<file path="config.mk">
export PLATFORM = sky130hd
export DESIGN_NAME = serial_add_seq
export DESIGN_NICKNAME = d
export VERILOG_FILES = /design/src/rtl/serial_add_seq.sv
export SDC_FILE = /design/constraint.sdc
export NUM_CORES = 1
export LEC_CHECK = 0
export ABC_AREA = 1
export BUFFER_PORTS_ARGS = -buffer_cell sky130_fd_sc_hd__clkbuf_2
export CORE_MARGIN = 2
export CORE_UTILIZATION = 45
export CTS_BUF_LIST = sky130_fd_sc_hd__clkbuf_4 sky130_fd_sc_hd__clkbuf_8
export DETAILED_ROUTE_END_ITERATION = 10
export PLACE_DENSITY_LB_ADDON = 0.05
export REMOVE_ABC_BUFFERS = 1
export SYNTH_ARGS = -nofsm -noshare
export SYNTH_HDL_FRONTEND = slang
export SYNTH_SLANG_ARGS = --single-unit
</file>
<file path="constraint.sdc">
create_clock -name clk -period 1.6 [get_ports clk]
set_clock_uncertainty 0.05 [all_clocks]
set_input_delay 0.16 -clock clk [delete_from_list [all_inputs] [get_ports clk]]
set_output_delay 0.16 -clock clk [all_outputs]
set_load 0.005 [all_outputs]
</file>
<file path="src/rtl/serial_add_seq.sv">
// serial_add_seq
// Bit-serial unsigned adder. It computes a WIDTH-bit sum one bit per clock,
// starting at the LSB. A single full-adder slice is built from two
// half_adder_behav cells and an OR that merges their carries. That one slice
// is reused for every operand bit, which keeps the datapath small at the
// cost of latency.
//
// Ports
//   clk        rising-edge clock
//   rst        synchronous active-high reset
//   start      operation request; only taken in IDLE
//   a, b       operands; captured on the accepting edge only
//   sum        registered result (a+b mod 2^WIDTH); held until the next completion
//   carry_out  registered carry out of bit WIDTH-1; held together with sum
//   busy       high in RUN and DONE
//   done       one-cycle completion strobe
//
// state  | meaning
// -------+-------------------------------------------------------------
// IDLE   | waiting for start; operands are captured on the accepting edge
// RUN    | one operand bit per edge, LSB first, through the shared slice
// DONE   | sum/carry_out just updated; done strobe; back to IDLE next edge

module serial_add_seq #(
  parameter int WIDTH = 8
) (
  input  logic             clk,
  input  logic             rst,
  input  logic             start,
  input  logic [WIDTH-1:0] a,
  input  logic [WIDTH-1:0] b,
  output logic [WIDTH-1:0] sum,
  output logic             carry_out,
  output logic             busy,
  output logic             done
);

  localparam int CW = (WIDTH > 1) ? $clog2(WIDTH) : 1;
  localparam logic [CW-1:0] LAST_BIT = CW'(WIDTH - 1);

  typedef enum logic [1:0] {
    S_IDLE = 2'd0,
    S_RUN  = 2'd1,
    S_DONE = 2'd2
  } state_t;

  state_t state_q, state_d;

  logic [WIDTH-1:0] opa_q, opa_d;
  logic [WIDTH-1:0] opb_q, opb_d;
  logic [WIDTH-1:0] res_q, res_d;
  logic [WIDTH-1:0] sum_q, sum_d;
  logic             carry_q, carry_d;
  logic             cout_q, cout_d;
  logic [CW-1:0]    cnt_q, cnt_d;

  logic ha0_s, ha0_c;
  logic ha1_s, ha1_c;
  logic carry_next;
  logic last_bit;

  // Shared one-bit full-adder slice.
  half_adder_behav u_ha0 (
    .a_i (opa_q[0]),
    .b_i (opb_q[0]),
    .s_o (ha0_s),
    .c_o (ha0_c)
  );

  half_adder_behav u_ha1 (
    .a_i (ha0_s),
    .b_i (carry_q),
    .s_o (ha1_s),
    .c_o (ha1_c)
  );

  assign carry_next = ha0_c | ha1_c;
  assign last_bit   = (cnt_q == LAST_BIT);

  // State register
  always_ff @(posedge clk) begin
    if (rst) begin
      state_q <= S_IDLE;
    end else begin
      state_q <= state_d;
    end
  end

  // Next-state logic
  always_comb begin
    state_d = state_q;
    unique case (state_q)
      S_IDLE:  if (start) state_d = S_RUN;
      S_RUN:   if (last_bit) state_d = S_DONE;
      S_DONE:  state_d = S_IDLE;
      default: state_d = S_IDLE;
    endcase
  end

  // Output logic: both outputs decode the state register only, so no
  // input reaches them combinationally.
  always_comb begin
    busy = 1'b0;
    done = 1'b0;
    unique case (state_q)
      S_RUN:   busy = 1'b1;
      S_DONE:  begin
        busy = 1'b1;
        done = 1'b1;
      end
      default: begin
        busy = 1'b0;
        done = 1'b0;
      end
    endcase
  end

  // Datapath next values
  always_comb begin
    opa_d   = opa_q;
    opb_d   = opb_q;
    res_d   = res_q;
    sum_d   = sum_q;
    carry_d = carry_q;
    cout_d  = cout_q;
    cnt_d   = cnt_q;
    unique case (state_q)
      S_IDLE: begin
        if (start) begin
          opa_d   = a;
          opb_d   = b;
          res_d   = '0;
          carry_d = 1'b0;
          cnt_d   = '0;
        end
      end
      S_RUN: begin
        opa_d   = opa_q >> 1;
        opb_d   = opb_q >> 1;
        // Each new sum bit enters at the MSB, so after WIDTH shifts bit 0
        // has landed in position 0.
        res_d   = {ha1_s, res_q[WIDTH-1:1]};
        carry_d = carry_next;
        cnt_d   = cnt_q + CW'(1);
        if (last_bit) begin
          // Publish the fully shifted result, including the bit computed
          // on this edge.
          sum_d  = {ha1_s, res_q[WIDTH-1:1]};
          cout_d = carry_next;
        end
      end
      default: begin
        opa_d = opa_q;
      end
    endcase
  end

  // Datapath registers
  always_ff @(posedge clk) begin
    if (rst) begin
      opa_q   <= '0;
      opb_q   <= '0;
      res_q   <= '0;
      sum_q   <= '0;
      carry_q <= 1'b0;
      cout_q  <= 1'b0;
      cnt_q   <= '0;
    end else begin
      opa_q   <= opa_d;
      opb_q   <= opb_d;
      res_q   <= res_d;
      sum_q   <= sum_d;
      carry_q <= carry_d;
      cout_q  <= cout_d;
      cnt_q   <= cnt_d;
    end
  end

  assign sum       = sum_q;
  assign carry_out = cout_q;

endmodule

// half_adder_behav
// Behavioural half adder cell shared across the bit-serial datapath.
//   a_i, b_i  input bits
//   s_o       sum bit
//   c_o       carry bit
module half_adder_behav (
  input  logic a_i,
  input  logic b_i,
  output logic s_o,
  output logic c_o
);

  assign s_o = a_i ^ b_i;
  assign c_o = a_i & b_i;

endmodule
</file>
---- After elaboration in Yosys (flattened, before gate mapping) ----
Index checks and enable logic that the tools add are counted.
word-level totals
  register bits after elaboration ......... 39
  input bits .............................. 19
  output and inout bits ................... 11
  logic and storage cells ................. 40
operators by class
  $add $sub $neg .......................... 1
  eq/ne operators ......................... 5
  multiplexer cells ....................... 15
  bitwise operators ....................... 5
  reductions and logical operators ........ 6
operators with widths
  cell                 count
  $pmux 8 s2           3
  $mux 8               3
  $pmux 3 s2           1
  $reduce_and 2->1     3
  $mux 2               2
  $ne 2x2->1 const B   2
  $pmux 2 s2           1
  $add 3x1->3 const B  1
  $eq 3x3->1 const B   1
  $mux 1               3
  $mux 3               1
  $and 1x1->1          2
  $eq 2x1->1 const B   1
  $eq 2x2->1 const B   1
  $logic_not 2->1      1
  $pmux 1 s2           1
  $reduce_bool 2->1    1
  $reduce_or 2->1      1
  $xor 1x1->1          2
  $or 1x1->1           1

---- Logic depth before layout (Yosys ltp) ----
Gate-level depths: netlist (run 1).
  word-level depth ........................ 4
  gate-level depth with buffers ........... 9
  gate-level depth less buffers ........... 8

---- Modules after synthesis ----
Synthesis (run 1) repeated with hierarchy kept, for this count alone.
unflattened totals
  cell total of the unflattened synthesis .. 252
  area total of the unflattened synthesis .. 1809.2 sq um
by module, submodules not included
  module            times used  cells an instance  area each (sq um)  seq. area each (sq um)
  serial_add_seq    1           250                1784.2             760.7
  half_adder_behav  2           1                  12.5               0.0

---- Worst setup path after synthesis (run 1) ----
Ideal clock, no wire load.
  path type ............................... register to register
  from .................................... register state_q[1]
  to ...................................... register opa_q[0]
  setup time .............................. 0.113 ns
  data arrival time ....................... 1.165 ns
  required time ........................... 1.437 ns
  path slack .............................. 0.272 ns
  stages on the path, launching flop included .. 10
  path buffers ............................ 3
  clock period less this slack ............ 1.328 ns
  path through ............................ dfxtp_1 -> inv_1 -> ha_1 -> buf_4 -> nand2_2 -> buf_6 -> buf_6 -> nand3b_1 -> nand2_1 -> nor2_1
between the ends
  cells in the longest elaborated chain, start to end .. 3
  elaborated cells on any way between the ends .. 6
  classes of those cells .................. 2 x eq/ne; 1 x mux; 3 x reduce/logical
RTL lines
  element                                                           RTL line  text
  start, declared                                                   47        state_t state_q, state_d;
  start signal, assigned                                            85        state_q <= state_d;
  $eq 2x1->1 or $logic_not 2->1 (tied branches)                     127       unique case (state_q)
  $reduce_bool 2->1 (no source line) or $ne 2x2->1 (tied branches)  -
  $reduce_and 2->1 (no source line)                                 -
  end signal, assigned                                              169       opa_q <= opa_d;
  end, declared                                                     49        logic [WIDTH-1:0] opa_q, opa_d;
Parallel ways exist; a longest one is shown, timed or not.
A chain may end at the register's enable or synchronous reset.

---- Final worst setup path (run 1) ----
  from .................................... register state_q[1]
  to ...................................... register opb_q[1]
between the ends
  cells in the longest elaborated chain, start to end .. 3
  elaborated cells on any way between the ends .. 6
  classes of those cells .................. 2 x eq/ne; 1 x mux; 3 x reduce/logical
RTL lines
  element                                                           RTL line  text
  $eq 2x1->1 or $logic_not 2->1 (tied branches)                     127
  $reduce_bool 2->1 (no source line) or $ne 2x2->1 (tied branches)  -
  $reduce_and 2->1 (no source line)                                 -
  end signal, assigned                                              170       opb_q <= opb_d;
  end, declared                                                     50        logic [WIDTH-1:0] opb_q, opb_d;
Parallel ways exist; a longest one is shown, timed or not.

==> impl_metrics.py, run 1 <==
metrics = {
    "status": {
        "outcome": "finished clean",
    },
    "grt": {
        "antenna_found_initial": 0,
        "globalRouteOverflowTotal": 0,
        "grt_max_degree": 22,
        "first_global_vias": 1328,
        "track_usage_pct": 16.9,
        "grt_pass1_wl_mm": 5.76,
    },
    "clock_network": {
        "clk_latency_ns": 0.29,
        "tritoncts": "built",
        "root_buffer": "clkbuf_8",
        "clkTransAtPathRegs_ns": 0.07,
        "clock_sinks": 38,
        "cts_hold_buf": 0,
        "cts.path.max_buffers": 2,
        "post_cts_resized": 0,
        "cts_buffers": 5,
        "cts_setup_buffers": 0,
        "cts-htree-levels": 2,
    },
    "layout": {
        "num-fill-cells": 383,
        "final_nets": 302,
        "design_area_um2": 2080,
        "area_growth_pct": 16.9,
        "finish.utilization_pct": 55.6,
        "drive_gt1_share_pct": 17.6,
        "seqCellArea_um2": 761,
        "antenna_cells": 0,
        "multi_input_area_um2": 870,
    },
    "pwr": {
        "power_frac_clock_pct": 39.6,
        "comb_power_share_pct": 18.9,
        "ir_drop_v": 0.000833,
        "internal-power_mw": 1.87,
        "switching_share_pct": 26.3,
        "seqPwrFrac_pct": 41.6,
        "p_leak_nw": 0.986,
        "powerDensity_nw_per_um2": 1220,
        "switchingPower_mw": 0.667,
    },
    "floorplan": {
        "ioPinCount": 30,
        "core-area_um2": 3740,
        "die_w_um": 66.9,
        "die_h_um": 66.9,
        "dieArea_um2": 4480,
        "start_util_pct": 47.6,
        "rows": 22,
    },
    "worst_setup_path": {
        "cp-startpoint": "state_q[1]",
        "reg2reg_to": "opb_q[1]",
        "endpoint_kind": "flip-flop",
        "critPathLaunchType": "flip-flop",
        "r2r_setup_slack_ns": 0.15,
        "cp.required_ns": 1.77,
        "worstPathArrival_ns": 1.63,
        "ff2ff_path_depth": 7,
        "crit_path_max_fanout": 21,
        "crit_type": "reg2reg",
        "reg2reg_from": "state_q[1]",
    },
    "placed_design": {
        "gp_congestion": 0.715,
        "place_area_um2": 1940,
        "port_buffers": 29,
        "hpwlAfterDp_mm": 2.32,
    },
    "detailed_routing": {
        "drt_iter0_markers": 77,
        "drc": 0,
        "wl_per_cell_um": 10.6,
        "drt-total-wl_mm": 3.47,
        "vias_per_cell": 4.71,
        "vias": 1537,
        "drt_first_pass_iters": 4,
        "drtAntennaViolNets": 0,
    },
    "sta": {
        "hold_viol_final": 0,
        "period_share_pct": 90.8,
        "fmax_mhz": 688,
        "drv_slew": 0,
        "tns_ns": 0,
        "whs_ns": 0.0749,
        "worst_pin_slew_ns": 0.428,
        "rsz0062_at_grt": "false",
        "min_period_ns": 1.45,
        "setup_viol": 0,
        "relSlewSlack_pct": 71.4,
    },
    "yosys": {
        "yosysMostFrequentCell": "nand2_1",
        "synth.avg_cell_area_um2": 7.18,
        "ys_ff_latch": 38,
        "ys_seq_area_share_pct": 42.7,
        "netlist_area_um2": 1780,
        "syn_inst": 248,
        "yosys.cell_types.count": 18,
        "synthTopCellsByArea": "dfxtp_1 (43%), nand2_1 (13%), nor2_1 (9.9%)",
        "yosysWarningCount": 0,
        "synth_top_area_share_pct": 42.7,
        "synth_largest_area_cell": "dfxtp_1",
        "async_flop_share_pct": 0,
        "synth_edf_count": 0,
        "synth_ff_type": "dfxtp_1",
        "synth_top_cells_by_count": "nand2_1 (64), nor2_1 (47), dfxtp_1 (38)",
    },
    "hold_path": {
        "hold_depth": 3,
        "hold_path.startpoint": "b[7]",
        "worst_hold_path.endpoint": "opb_q[7]",
        "hp-class": "in2reg",
    },
    "flow_run": {
        "cap_violations": 0,
    },
}
==> layout by cell type (no fill, tap or decap) <==
master	netlist	routed
nand2_1	64	64
nor2_1	47	47
dfxtp_1	38	38
clkbuf_2	0	29
nand3_1	24	24
a21oi_1	14	14
nand3b_1	13	13
o21ai_0	11	11
inv_1	9	9
buf_4	3	8
clkbuf_8	0	6
ha_1	5	5
nand2_2	2	2
inv_2	2	2
a22oi_1	2	2
bufinv_16	0	2
clkinv_1	1	1
fa_1	1	1
==> power groups by stage <==
| stage | Combinational [mW] | Clock (mW) | Sequential (mW) |
|---|---|---|---|
| final | 0.478 | 1.00 | 1.05 |
| after floorplan | 0.345 | 0 | 1.07 |
| after CTS | 0.484 | 1.03 | 1.05 |
| after global routing | 0.552 | 1.07 | 1.06 |
| after global placement | 0.486 | 0 | 1.08 |
| after detailed placement | 0.482 | 0 | 1.08 |
==> per-stage QoR <==
| stage | instances | worst slack [ns] | power [mW] |
|---|---|---|---|
| final | 326 | 0.147 | 2.54 |
| after floorplan | 233 | -0.347 | 1.41 |
| after global routing | 326 | 0.0138 | 2.68 |
| after detailed placement | 318 | 0.174 | 1.56 |
| after global placement | 318 | 0.182 | 1.56 |
| after CTS | 326 | 0.160 | 2.57 |
==> sequential cells by signal, summed over array words and instances, names as in the netlist <==
name / flops
sum: 8
carry_out: 1
carry_q: 1
opb_q: 8
res_q: 7
cnt_q: 3
opa_q: 8
state_q: 2
==> metal layers <==
metal / vias to the layer above / global-route usage (%) / share of wire [%]
li1: 850 / - / -
met1: 651 / 20.1 / 50
met2: 32 / 29.0 / 44
met3: 4 / 5.57 / 4.5
met4: 0 / 4.59 / 1.1
met5: - / 0 / 0
==> worst max-delay path: stages (launching register included) <==
cell     delay, ns
dfxtp_1       0.33
inv_1         0.07
ha_1          0.33
buf_4         0.31
nand2_1       0.08
nand2_1       0.07
nor2_1        0.04
nor2_1        0.12
==> area by class of cell <==
cell class | count | area share, %
tap | 48 | 2.88
timing repair buffer | 37 | 9.85
clock inverter | 2 | 2.88
multi-input combinational | 183 | 41.7
inverter | 12 | 2.16
clock buffer | 6 | 3.96
sequential | 38 | 36.5
==> logic make-up (layout without fill, tap and decap cells) <==
family	after synthesis	count (layout)	share of synthesized area [%]
AND/OR/NAND/NOR	150	150	36.3
flip-flops	38	38	42.7
AO/OA/AOI/OAI	27	27	7.86
buffers and inverters	27	57	8.50
adder cells (fa/ha/maj)	6	6	4.63
==> how the worst max path moves through the flow <==
stage	to	slack, ns	cells past startpoint
6_report	opb_q[1]	0.15	7
3_3_place_gp	state_q[1]	0.18	6
5_1_grt	opa_q[4]	0.01	7
3_5_place_dp	opb_q[1]	0.17	7
4_1_cts	opb_q[1]	0.16	7
2_1_floorplan	opa_q[4]	-0.35	7
Note: power is estimated with default switching activity, not from simulation.
==> inputs of run 2 (changes only) <==
--- a/config.mk
+++ b/config.mk
@@ -5,7 +5,6 @@
 export SDC_FILE = /design/constraint.sdc
 export NUM_CORES = 1
 export LEC_CHECK = 0
-export ABC_AREA = 1
 export BUFFER_PORTS_ARGS = -buffer_cell sky130_fd_sc_hd__clkbuf_2
 export CORE_MARGIN = 2
 export CORE_UTILIZATION = 45
==> run 2 against run 1 <==
Compared with the run above: die area decreased by 5.6%; flip-flop and latch count unchanged; cell count decreased by 24%; combinational power decreased by 27%; highest routed layer unchanged; largest power group unchanged; routed wire length shrank 6.8%; clock power is 31% lower; sequential power about the same; register-to-register slack got worse by 0.02 ns; maximum frequency is 1.5% lower; utilization shrank 0.37 points; synthesized cell count fell by 32%.
==> impl_metrics.py, run 2 <==
metrics = {
    "status": {
        "outcome": "finished clean",
    },
    "pwr": {
        "comb_power_share_pct": 17.0,
        "internal-power_mw": 1.52,
        "p_leak_nw": 0.786,
        "power_frac_clock_pct": 33.5,
        "switchingPower_mw": 0.554,
        "seqPwrFrac_pct": 49.6,
        "ir_drop_v": 0.000780,
        "finalPower_mw": 2.07,
        "powerDensity_nw_per_um2": 1040,
        "switching_share_pct": 26.8,
    },
    "clock_network": {
        "clk_latency_ns": 0.29,
        "root_buffer": "clkbuf_8",
        "cts.path.max_buffers": 2,
        "clkTransAtPathRegs_ns": 0.07,
        "clock_sinks": 38,
        "cts_setup_buffers": 0,
        "cts-htree-levels": 2,
        "tritoncts": "built",
        "cts_buffers": 5,
        "cts_hold_buf": 0,
    },
    "floorplan": {
        "dieArea_um2": 4230,
        "die_w_um": 65.0,
        "die_h_um": 65.0,
        "ioPinCount": 30,
        "rows": 22,
        "core-area_um2": 3610,
        "start_util_pct": 46.5,
    },
    "detailed_routing": {
        "drt_iter0_markers": 76,
        "vias": 1294,
        "drt_first_pass_iters": 4,
        "met3_length_um": 149,
        "wl_met2_mm": 1.51,
        "vias_per_cell": 5.24,
        "drc": 0,
        "wl_per_cell_um": 13.1,
        "routed.top_layer": "met4",
        "drt-total-wl_mm": 3.23,
        "wl_met1_mm": 1.52,
        "drtAntennaViolNets": 0,
    },
    "sta": {
        "period_share_pct": 92.2,
        "rsz0062_at_grt": "false",
        "fmax_mhz": 678,
        "setup_viol": 0,
        "setup_ws_ns": 0.124,
        "hold_viol_final": 0,
        "worst_pin_slew_ns": 0.484,
        "drv_slew": 0,
        "min_period_ns": 1.48,
        "relSlewSlack_pct": 67.7,
    },
    "layout": {
        "final_common_cell": "dfxtp_1",
        "area_growth_pct": 19.0,
        "drive_gt1_share_pct": 31.2,
        "mostFrequentLayoutCells": "dfxtp_1 (38), clkbuf_2 (29), nor2_1 (24), mux2i_1 (15)",
        "final_nets": 223,
        "antenna_cells": 0,
        "final_cells": 247,
    },
    "yosys": {
        "yosys.cell_types.count": 21,
        "synth_largest_area_cell": "dfxtp_1",
        "ys_seq_area_share_pct": 45.4,
        "synth.avg_cell_area_um2": 9.91,
        "yosysWarningCount": 0,
        "synth_edf_count": 0,
        "syn_inst": 169,
        "yosysMostFrequentCell": "dfxtp_1",
        "synthTopCellsByArea": "dfxtp_1 (45%), a211oi_2 (10%), mux2i_1 (9.0%)",
        "synth_top_area_share_pct": 45.4,
        "ys_ff_latch": 38,
        "synth_ff_type": "dfxtp_1",
        "netlist_area_um2": 1680,
        "synth_top_cells_by_count": "dfxtp_1 (38), nor2_1 (24), mux2i_1 (15)",
        "async_flop_share_pct": 0,
    },
    "grt": {
        "first_global_vias": 1315,
        "antenna_found_initial": 0,
        "globalRouteOverflowTotal": 0,
        "grt_max_degree": 32,
        "grt_pass1_wl_mm": 5.91,
        "track_usage_pct": 18.2,
    },
    "hold_path": {
        "hold_path.startpoint": "a[7]",
        "hp-class": "in2reg",
    },
    "placed_design": {
        "gp_congestion": 0.737,
        "pre_cts_slack_ns": -0.0120,
        "port_buffers": 29,
        "placedCellCount": 238,
        "hpwlAfterDp_mm": 2.10,
    },
    "worst_setup_path": {
        "critPathLaunchType": "flip-flop",
        "worstPathArrival_ns": 1.59,
        "crit_path_max_fanout": 15,
        "endpoint_kind": "flip-flop",
        "cp.required_ns": 1.72,
        "cp-startpoint": "state_q[1]",
        "crit_type": "reg2reg",
        "reg2reg_from": "state_q[1]",
    },
    "flow_run": {
        "cap_violations": 0,
    },
}
run 2: cell types whose count changed after synthesis, moves of 10 or more:
cell / before / now
a211oi_2: 0 / 14
a32oi_1: 0 / 10
mux2i_1: 0 / 15
nand2_1: 64 / 13
nand3_1: 24 / 9
nand3b_1: 13 / 3
nor2_1: 47 / 24
o21ai_0: 11 / 0
run 2: worst paths after layout:
check | to | slack [ns] | cells past startpoint
worst max-delay path | opa_q[5] | 0.12 | 5
worst min-delay path | opa_q[7] | 0.07 | 3
worst max register to register | opa_q[5] | 0.12 | 5
worst min register to register | sum[3] | 0.40 | 2
run 2: kinds of logic after synthesis:
group	count (synthesis)	synth area share [%]
AND/OR/NAND/NOR	53	13.7
AO/OA/AOI/OAI	39	20.3
flip-flops	38	45.4
buffers and inverters	17	5.75
multiplexers	16	9.86
adder cells (fa/ha/maj)	6	4.93
run 2: metal layers:
metal | GRT usage (%) | up-vias
met2 | 29.9 | 31
met1 | 22.4 | 598
met3 | 4.86 | 4
met5 | 0 | -
met4 | 7.81 | 0
li1 | - | 661
run 2: final cells by class:
type / instances / area (um^2)
clock inverter: 1 / 5.00
sequential: 38 / 761
timing repair buffer: 35 / 215
inverter: 3 / 11.3
tap: 48 / 60.1
fill: 339 / 1610
clock buffer: 7 / 90.1
multi-input combinational: 115 / 851
run 2: repair_timing:
| action | 4_1_cts | 5_1_grt |
|---|---|---|
| setup endpoints to repair | 3 | 30 |
| gates resized for setup | 2 | 3 |
| cloned | 1 | 0 |
run 2: power groups by stage:
stage / registers, mW / logic (mW) / clock network [mW]
final: 1.03 / 0.351 / 0.694
after global routing: 1.03 / 0.393 / 0.743
after CTS: 1.03 / 0.350 / 0.705
after detailed placement: 1.05 / 0.334 / 0
after global placement: 1.05 / 0.323 / 0
after floorplan: 1.04 / 0.226 / 0
run 2: worst max-delay path, cell delays in order, from the launching register on:
cell      delay, ns
dfxtp_1        0.37
inv_1          0.10
ha_2           0.24
mux2_4         0.37
nor2_1         0.16
a211oi_2       0.06
run 2: per-stage QoR:
step | TNS, ns | hold slack, ns | util, % | area, um^2
final | 0 | 0.0745 | 55.3 | 1990
after global routing | 0 | 0.0774 | 55.3 | 1990
after CTS | 0 | 0.0681 | 54.9 | 1980
after detailed placement | -0.0161 | 0.380 | 51.7 | 1870
after global placement | 0 | 0.367 | 51.7 | 1870
after floorplan | -24.47 | 0.175 | - | 1590
